[src/rtl/uart_echo_fifo.sv]
// UART loopback: 3-flop synchronised receiver feeds a FIFO that an independent
// transmitter drains back onto txd. Sticky error flags cover framing, parity and overflow.
module uart_echo_fifo #(
   parameter int CLK_DIV    = 5208,
   parameter int DATA_BITS  = 8,
   parameter int PARITY     = 0,
   parameter int STOP_BITS  = 1,
   parameter int FIFO_DEPTH = 16
) (
   input  logic                          clk,
   input  logic                          rst,
   input  logic                          rxd,
   output logic                          txd,
   input  logic                          echo_en,
   input  logic                          clr_err,
   output logic                          rx_valid,
   output logic [DATA_BITS-1:0]          rx_data,
   output logic                          tx_busy,
   output logic [$clog2(FIFO_DEPTH):0]   fifo_count,
   output logic                          frame_err,
   output logic                          parity_err,
   output logic                          overflow
);

   localparam int AW = $clog2(FIFO_DEPTH);
   localparam int CW = $clog2(2 * CLK_DIV * STOP_BITS);
   localparam int BW = $clog2(DATA_BITS);
   localparam logic [CW-1:0] DIV_M1  = CW'(CLK_DIV - 1);
   localparam logic [CW-1:0] HALF_M1 = CW'(CLK_DIV / 2 - 1);
   localparam logic [CW-1:0] STOP_M1 = CW'(STOP_BITS * CLK_DIV - 1);
   localparam logic [BW-1:0] LAST_BIT = BW'(DATA_BITS - 1);
   localparam logic [AW:0]   FULL_CNT = (AW+1)'(FIFO_DEPTH);

   typedef enum logic [2:0] {RX_IDLE, RX_START, RX_DATA, RX_PAR, RX_STOP} rx_state_e;
   typedef enum logic [2:0] {TX_IDLE, TX_LOAD, TX_START, TX_DATA, TX_PAR, TX_STOP} tx_state_e;

   // ---------------- synchroniser ----------------
   logic [2:0] sync_q;
   logic       rxs, rxs_prev_q;
   assign rxs = sync_q[2];

   always_ff @(posedge clk or negedge rst) begin
      if (!rst) begin
         sync_q     <= 3'b111;
         rxs_prev_q <= 1'b1;
      end else begin
         sync_q     <= {sync_q[1:0], rxd};
         rxs_prev_q <= rxs;
      end
   end

   // ---------------- receiver ----------------
   rx_state_e            rx_state_q, rx_state_d;
   logic [CW-1:0]        rx_cnt_q, rx_cnt_d;
   logic [BW-1:0]        rx_bit_q, rx_bit_d;
   logic [DATA_BITS-1:0] rx_sh_q, rx_sh_d;
   logic                 rx_par_q, rx_par_d;
   logic                 rx_good, frame_set, par_set, par_bad;
   logic                 rx_valid_q, frame_err_q, parity_err_q, overflow_q;
   logic [DATA_BITS-1:0] rx_data_q;

   always_comb begin
      par_bad = 1'b0;
      if (PARITY == 1) par_bad = ~(^{rx_sh_q, rx_par_q});
      else if (PARITY == 2) par_bad = ^{rx_sh_q, rx_par_q};
   end

   always_comb begin
      rx_state_d = rx_state_q;
      rx_cnt_d   = rx_cnt_q;
      rx_bit_d   = rx_bit_q;
      rx_sh_d    = rx_sh_q;
      rx_par_d   = rx_par_q;
      rx_good    = 1'b0;
      frame_set  = 1'b0;
      par_set    = 1'b0;
      case (rx_state_q)
         RX_IDLE: if (rxs_prev_q && !rxs) begin
            rx_state_d = RX_START;
            rx_cnt_d   = HALF_M1;
         end
         RX_START: if (rx_cnt_q == '0) begin
            if (rxs) rx_state_d = RX_IDLE;
            else begin
               rx_state_d = RX_DATA;
               rx_cnt_d   = DIV_M1;
               rx_bit_d   = '0;
            end
         end else rx_cnt_d = rx_cnt_q - 1'b1;
         RX_DATA: if (rx_cnt_q == '0) begin
            rx_sh_d  = {rxs, rx_sh_q[DATA_BITS-1:1]};
            rx_cnt_d = DIV_M1;
            if (rx_bit_q == LAST_BIT) rx_state_d = (PARITY != 0) ? RX_PAR : RX_STOP;
            else rx_bit_d = rx_bit_q + 1'b1;
         end else rx_cnt_d = rx_cnt_q - 1'b1;
         RX_PAR: if (rx_cnt_q == '0) begin
            rx_par_d   = rxs;
            rx_cnt_d   = DIV_M1;
            rx_state_d = RX_STOP;
         end else rx_cnt_d = rx_cnt_q - 1'b1;
         RX_STOP: if (rx_cnt_q == '0) begin
            // only the first stop bit is checked; a second one just looks like idle
            rx_state_d = RX_IDLE;
            if (!rxs) frame_set = 1'b1;
            else if (par_bad) par_set = 1'b1;
            else rx_good = 1'b1;
         end else rx_cnt_d = rx_cnt_q - 1'b1;
         default: rx_state_d = RX_IDLE;
      endcase
   end

   // ---------------- FIFO ----------------
   logic [DATA_BITS-1:0] mem_q [FIFO_DEPTH];
   logic [AW-1:0]        wr_ptr_q, rd_ptr_q;
   logic [AW:0]          count_q;
   logic                 full, push, pop, ovf_set;
   logic [DATA_BITS-1:0] head;

   assign full    = (count_q == FULL_CNT);
   assign push    = rx_valid_q & (~full | pop);
   assign ovf_set = rx_valid_q & full & ~pop;
   assign head    = mem_q[rd_ptr_q];

   always_ff @(posedge clk) begin
      if (push) mem_q[wr_ptr_q] <= rx_data_q;
   end

   always_ff @(posedge clk or negedge rst) begin
      if (!rst) begin
         rx_state_q   <= RX_IDLE;
         rx_cnt_q     <= '0;
         rx_bit_q     <= '0;
         rx_sh_q      <= '0;
         rx_par_q     <= 1'b0;
         rx_valid_q   <= 1'b0;
         rx_data_q    <= '0;
         frame_err_q  <= 1'b0;
         parity_err_q <= 1'b0;
         overflow_q   <= 1'b0;
         wr_ptr_q     <= '0;
         rd_ptr_q     <= '0;
         count_q      <= '0;
      end else begin
         rx_state_q   <= rx_state_d;
         rx_cnt_q     <= rx_cnt_d;
         rx_bit_q     <= rx_bit_d;
         rx_sh_q      <= rx_sh_d;
         rx_par_q     <= rx_par_d;
         rx_valid_q   <= rx_good;
         if (rx_good) rx_data_q <= rx_sh_q;
         // a set event in the same cycle as clr_err takes priority
         frame_err_q  <= frame_set | (frame_err_q  & ~clr_err);
         parity_err_q <= par_set   | (parity_err_q & ~clr_err);
         overflow_q   <= ovf_set   | (overflow_q   & ~clr_err);
         if (push) wr_ptr_q <= wr_ptr_q + 1'b1;
         if (pop)  rd_ptr_q <= rd_ptr_q + 1'b1;
         case ({push, pop})
            2'b10:   count_q <= count_q + 1'b1;
            2'b01:   count_q <= count_q - 1'b1;
            default: count_q <= count_q;
         endcase
      end
   end

   // ---------------- transmitter ----------------
   tx_state_e            tx_state_q, tx_state_d;
   logic [CW-1:0]        tx_cnt_q, tx_cnt_d;
   logic [BW-1:0]        tx_bit_q, tx_bit_d;
   logic [DATA_BITS-1:0] tx_sh_q, tx_sh_d;
   logic                 tx_par_q, tx_par_d;
   logic                 txd_q, txd_d, tx_busy_q, tx_busy_d;

   always_comb begin
      tx_state_d = tx_state_q;
      tx_cnt_d   = tx_cnt_q;
      tx_bit_d   = tx_bit_q;
      tx_sh_d    = tx_sh_q;
      tx_par_d   = tx_par_q;
      txd_d      = txd_q;
      tx_busy_d  = tx_busy_q;
      pop        = 1'b0;
      case (tx_state_q)
         TX_IDLE: if (echo_en && count_q != '0) begin
            pop        = 1'b1;
            tx_sh_d    = head;
            tx_par_d   = (PARITY == 1) ? ~(^head) : ^head;
            tx_state_d = TX_LOAD;
         end
         TX_LOAD: begin
            tx_state_d = TX_START;
            tx_cnt_d   = DIV_M1;
            txd_d      = 1'b0;
            tx_busy_d  = 1'b1;
         end
         TX_START: if (tx_cnt_q == '0) begin
            tx_state_d = TX_DATA;
            tx_cnt_d   = DIV_M1;
            tx_bit_d   = '0;
            txd_d      = tx_sh_q[0];
            tx_sh_d    = tx_sh_q >> 1;
         end else tx_cnt_d = tx_cnt_q - 1'b1;
         TX_DATA: if (tx_cnt_q == '0) begin
            tx_cnt_d = DIV_M1;
            if (tx_bit_q == LAST_BIT) begin
               if (PARITY != 0) begin
                  tx_state_d = TX_PAR;
                  txd_d      = tx_par_q;
               end else begin
                  tx_state_d = TX_STOP;
                  tx_cnt_d   = STOP_M1;
                  txd_d      = 1'b1;
               end
            end else begin
               tx_bit_d = tx_bit_q + 1'b1;
               txd_d    = tx_sh_q[0];
               tx_sh_d  = tx_sh_q >> 1;
            end
         end else tx_cnt_d = tx_cnt_q - 1'b1;
         TX_PAR: if (tx_cnt_q == '0) begin
            tx_state_d = TX_STOP;
            tx_cnt_d   = STOP_M1;
            txd_d      = 1'b1;
         end else tx_cnt_d = tx_cnt_q - 1'b1;
         TX_STOP: if (tx_cnt_q == '0) begin
            tx_state_d = TX_IDLE;
            tx_busy_d  = 1'b0;
         end else tx_cnt_d = tx_cnt_q - 1'b1;
         default: tx_state_d = TX_IDLE;
      endcase
   end

   always_ff @(posedge clk or negedge rst) begin
      if (!rst) begin
         tx_state_q <= TX_IDLE;
         tx_cnt_q   <= '0;
         tx_bit_q   <= '0;
         tx_sh_q    <= '0;
         tx_par_q   <= 1'b0;
         txd_q      <= 1'b1;
         tx_busy_q  <= 1'b0;
      end else begin
         tx_state_q <= tx_state_d;
         tx_cnt_q   <= tx_cnt_d;
         tx_bit_q   <= tx_bit_d;
         tx_sh_q    <= tx_sh_d;
         tx_par_q   <= tx_par_d;
         txd_q      <= txd_d;
         tx_busy_q  <= tx_busy_d;
      end
   end

   assign txd        = txd_q;
   assign tx_busy    = tx_busy_q;
   assign rx_valid   = rx_valid_q;
   assign rx_data    = rx_data_q;
   assign fifo_count = count_q;
   assign frame_err  = frame_err_q;
   assign parity_err = parity_err_q;
   assign overflow   = overflow_q;

endmodule

[config.mk]
export PLATFORM = sky130hd
export DESIGN_NAME = uart_echo_fifo
export DESIGN_NICKNAME = d
export VERILOG_FILES = /design/src/rtl/uart_echo_fifo.sv
export SDC_FILE = /design/constraint.sdc
export NUM_CORES = 1
export LEC_CHECK = 0
export ABC_AREA = 1
export ABC_CLOCK_PERIOD_IN_PS = 1870
export CAP_MARGIN = 0
export CORE_AREA = 10 10 137 152
export CTS_CLUSTER_SIZE = 8
export DETAILED_ROUTE_END_ITERATION = 10
export DIE_AREA = 0 0 147 162
export HOLD_SLACK_MARGIN = 0.03
export PLACE_DENSITY = 0.82
export SKIP_LAST_GASP = 1
export SLEW_MARGIN = 20
export SYNTH_ARGS = -nofsm -noshare
export SYNTH_HDL_FRONTEND = slang
export SYNTH_SLANG_ARGS = --single-unit
[constraint.sdc]
create_clock -name clk -period 1.87 [get_ports clk]
set_input_delay 0.561 -clock clk [delete_from_list [all_inputs] [get_ports clk]]
set_output_delay 0.561 -clock clk [all_outputs]
set_load 0.005 [all_outputs]
[Yosys cells after proc, flatten, opt, wreduce, memory -nomap -nowiden]
Memories as Yosys holds them, arrays and structs flattened.
Cells that the tools add are included.
Cells by class
  $add $sub $neg: 8
  eq/ne operators: 32
  mux-type cells: 55
  bitwise gates (word level): 12
  reduce and logical (&&, ||, !) cells: 28
Operator list (number)
  $mux W14: 7
  $pmux W14 S4: 1
  $mux W3: 18
  $pmux W14 S3: 1
  $ne A2 B2 Y1 const B: 17
  $mux W8: 4
  $logic_not A14 Y1: 2
  $sub A14 B1 Y14 const B: 2
  $pmux W8 S3: 1
  $pmux W3 S6: 1
  $eq A3 B3 Y1 const B: 5
  $mux W1: 15
  $pmux W3 S5: 1
  $eq A3 B2 Y1 const B: 4
  $pmux W3 S2: 2
  $reduce_and A4 Y1: 3
  $reduce_and A6 Y1: 2
  $pmux W5 S2: 1
  $reduce_and A5 Y1: 2
  $add A4 B1 Y4 const B: 2
  $reduce_bool A2 Y1: 4
  $reduce_bool A4 Y1: 2
  $add A3 B1 Y3 const B: 2
  $and A1 B1 Y1: 6
  other kinds (20): 30
Storage, ports and cells
  register bits: 87
  memory bits (writable): 128
  bits of input ports: 5
  output and inout bits: 19
  word-level logic and storage cells: 156
  memories: 1
Memory list
  mem_q: words 16, bits a word 8, read ports 1, clocked after memory_dff 0, wr ports 1, RTL line 113  | logic [DATA_BITS-1:0] mem_q [FIFO_DEPTH];

[Longest topological paths before layout]
  depth in word-level cells: 8
  mapped depth: 14
  gate-level depth less buffers: 14

[Worst setup path before layout]
No wires, ideal clock.
  path kind: register -> register
  start: register tx_state_q[1]
  end: memory mem_q[11][0], enable pin
  library setup time: 0.370 ns
  data arrival time: 1.636 ns
  required time: 1.500 ns
  setup slack: -0.136 ns
  cell stages (with the launch flop): 10
  path buffers: 0
  period minus slack after synthesis: 2.006 ns
  cell sequence: dfrtp_1 inv_1 nand2_2 nor2_4 nand3_2 nand4_1 nand2_2 inv_4 nand2_1 nor2_1
On the way
  word-level cells in the longest chain between the ends: 6
RTL lines
  from (decl): RTL line 166  | tx_state_e tx_state_q, tx_state_d;
  from (signal assigned): RTL line 242  | tx_state_q <= tx_state_d;
  $logic_not A3 Y1: RTL line 182  | case (tx_state_q)
  $mux W1: RTL line 182
  $or A1 B1 Y1: RTL line 120  | assign push = rx_valid_q & (~full | pop);
  $and A1 B1 Y1: RTL line 120
  $mux W1: RTL line 125  | if (push) mem_q[wr_ptr_q] <= rx_data_q;
  $mux W1 (implied by the code): RTL line 125
  to (decl): RTL line 113
Every way passes these cells.

[Final worst setup path]
  start: register tx_state_q[1]
  end: register count_q[2] (netlist: fifo_count[2])
On the way
  word-level cells in the longest chain between the ends: 6
  elaborated cells on any way between the ends: 8
  those cells by class: 2 x eq/ne; 2 x mux; 2 x bitwise; 2 x reduce/logical
RTL lines
  $logic_not A3 Y1 (*): RTL line 182
  $mux W1 (*): RTL line 182
  $or A1 B1 Y1: RTL line 120
  $and A1 B1 Y1: RTL line 120
  $eq A2 B1 Y1 or $eq A2 B2 Y1 (tied branches): RTL line 157  | case ({push, pop})
  $pmux W5 S2 or $reduce_bool A2 Y1 (tied branches)
  to (signal assigned): RTL line 158  | 2'b10: count_q <= count_q + 1'b1;
  to (signal assigned): RTL line 159  | 2'b01: count_q <= count_q - 1'b1;
  to (signal assigned): RTL line 160  | default: count_q <= count_q;
  to (decl): RTL line 115  | logic [AW:0] count_q;
Every way passes the cells marked *; elsewhere a longest branch is shown, timed or not.
A chain may end at the register's enable or synchronous reset.

==> impl_metrics.yaml <==
run_status:
  outcome: "complete, but fails checks"
  violations: "negative setup slack"
pwr:
  power.switching_uw: 6790
  p_clk_share_pct: 27.3
  power_per_cell_area_mw_per_mm2: 1480
  comb_power_share_pct: 40.5
  power_uw: 18000
  p_seq_share_pct: 32.3
  total_leakage_power_uw: 0.00482
  p_int_uw: 11200
  power_switching_share_pct: 37.7
  peakVddDrop_uv: 982
sta:
  max_clock_freq_mhz: 529
  fin_crit_ns: 1.89
  skew_ns: 0.00884
  tns_ns: -0.187
  slew_viol_final: 0
  setup_violations: 22
  layout_setup_ws_ns: -0.0196
  rsz0062_at_grt: "true"
  post-route-period-util_pct: 101
  max_slew_margin_pct: 69.4
  worst_pin_slew_ns: 0.456
  report.final.hold_viol_count: 0
setup_path:
  cp_slowest_cell: "dfrtp_1"
  critical_path.max_stage_delay_ns: 0.39
  cp.buffers_inverters: 2
  end_kind: "flop"
  worst-setup-path-type: "flop to flop"
  crit_fanout: 3
  critPathArrivalTime_ns: 2.31
  crit_required_ns: 2.29
  cp-start-kind: "flop"
  crit_family: "flip-flops"
  path_cells: "inv_2 > nand2_4 > nor2_4 > buf_6 > nand4_4 > xor2_2 > ha_2 > o21bai_4 > xnor2_1 > o21ai_1"
yosys:
  ys_seq_area_share_pct: 61.8
  syn_nets: 953
  async_flop_share_pct: 40.5
  ys_types: 46
  synth_ff_type: "edfxtp_1"
  ys_top_cells_by_area: "edfxtp_1 (39%), dfrtp_1 (21%), nand2_1 (5.6%)"
  yosysTopAreaCell: "edfxtp_1"
  synthesis.area_mm2: 0.00975
  synth_edf_count: 128
  yosysTopAreaCellShare_pct: 39.4
  syn_inst: 935
  postSynthAreaPerCell_um2: 10.4
  synth.ff_latch_count: 215
  synth_warnings: 0
finish:
  regArea_mm2: 0.00603
  layout.nets: 1086
  layout-drive-gt1-share_pct: 23.8
  multiInputGateArea_mm2: 0.00361
  final_cells: 1330
  diodes: 0
  areaGrowthSynthToFinish_pct: 25.3
  final_cell_mix: "nand2_1 (136), edfxtp_1 (128), nor2_1 (107)"
  post-route-util_pct: 69.6
  fillers: 1168
  final_common_cell: "nand2_1"
global_routing:
  grt_pass1_wl_um: 37700
  grt_pass1_vias: 7496
  grt_use_total_pct: 19.3
  grt.overflow.total: 0
  grt_max_degree: 66
  grt_antenna_before_repair: 0
floorplanning:
  rows: 51
  initial_core_util_pct: 55.5
  dieArea_mm2: 0.0238
  ios: 24
  core_mm2: 0.0175
  dieHeight_um: 162
  die_w_um: 147
hold_path:
  hold_path.class: "flop to flop"
drt:
  route.detailed.wl_per_inst_um: 18.1
  drc: 0
  drtIter0Drc: 787
  wirelength_um: 24100
  viasPerCell: 5.67
  num_vias: 7541
  detail-route-antenna-nets: 0
  first_pass_iters: 5
cts:
  clockBufferDepth: 3
  cts_buffers: 30
  worst_setup_hold_path_clk_slew_ns: 0.05
  root_buffer: "clkbuf_16"
  htree_levels: 1
  clock-sinks: 215
  cts_tree: "done"
  insertion_delay_ns: 0.54
placed_design:
  dp_hpwl_um: 15300
  portBuffers: 23
  place_ws_ns: -0.431
  routabilityCongestion: 0.880
  dpl.cell_count: 1251
job:
  cap_violations: 0
==> worst paths after layout <==
kind                                from             to  slack (ns)  cells past startpoint
min in group asynchronous            rst    rx_cnt_q[2]        0.50                      2
max                        tx_state_q[1]  fifo_count[2]       -0.02                     10
min reg2reg                    sync_q[0]      sync_q[1]        0.35                      0
min                            sync_q[0]      sync_q[1]        0.35                      0
max reg2reg                tx_state_q[1]  fifo_count[2]       -0.02                     10
max in group asynchronous            rst      sync_q[0]        0.78                      3
==> cell usage after synthesis (2+ instances only) <==
master      n
nand4_2     2
dfrtp_1    82
nor4_1      2
nor2_2      9
buf_2      10
nor3_1      8
nand3_1    36
o22ai_1    37
nor3_4      2
dfstp_2     5
o21bai_1    2
nor2_4      9
nand2_4     2
nand4_4     2
xnor2_1     5
buf_6       3
clkbuf_1   13
o21ai_2    12
ha_1       13
inv_1      61
nand2_1   145
xor2_1     21
o21ai_1    25
o21ai_0   104
nand3_2     3
nand3b_1    3
nand4_1     9
o211ai_1    2
edfxtp_1  128
inv_2       6
clkinv_1    2
a21oi_1    19
nand2_2     6
inv_4       2
buf_1       3
nor2_1    131
a32o_1      2
==> per-layer routing <==
metal  track usage, %  vias up  wire (µm)
met5                0        -          0
met4             9.96        0        981
met3             3.06       71       1450
met2             33.5      338      12400
met1             22.7     3624       9250
li1                 -     3508          -
==> what timing repair did <==
item                       in CTS  in global routing
pin swaps                       0                 38
setup buffers                   2                 19
cloned                          0                  1
hold endpoints to repair       27                  0
hold buffers                    1                  0
resized for setup              27                106
setup endpoints to repair     109                188
==> flip-flops by register name (all words and copies together) (netlist names) <==
register	count
rx_bit_q	3
frame_err	1
tx_state_q	3
rx_data	8
tx_bit_q	3
rx_valid	1
rxs_prev_q	1
tx_busy	1
rx_state_q	3
sync_q	3
rd_ptr_q	4
parity_err	1
txd	1
tx_cnt_q	14
rx_sh_q	8
mem_q	128
fifo_count	5
tx_sh_q	8
wr_ptr_q	4
rx_cnt_q	14
overflow	1
==> area by class of cell <==
class                   count  area share, %
clock buffers              55           6.92
clock inverters             1          0.133
inverters                  72           2.39
multi-input cells         620           29.5
flip-flops and latches    215           49.4
well taps                 238           2.44
repair buffers            129           9.20
==> power groups by stage <==
stage / logic, µW / clock network [µW] / registers [µW]
after floorplan: 4180 / 0 / 5790
after global routing: 8010 / 5170 / 5850
after CTS: 6400 / 4960 / 5740
after global placement: 6100 / 0 / 5810
final: 7300 / 4920 / 5820
after detailed placement: 6300 / 0 / 5830
==> metrics by stage <==
step / hold slack [ns] / cell area (µm²)
final: 0.353 / 12200
after global routing: 0.359 / 12200
after CTS: 0.357 / 11700
after detailed placement: 0.350 / 10800
after global placement: 0.347 / 10800
after floorplan: 0.265 / 9760
==> logic make-up after synthesis <==
group / Yosys count / share of synthesized area, %
AOI/OAI and AO/OA: 207 / 11.9
adders and majority gates: 13 / 1.67
xor gates and xnor gates: 26 / 2.34
DFF: 215 / 61.8
buffers and inverters: 101 / 4.35
and+or+nand+nor: 373 / 17.9
(Power assumes the default switching activity.)
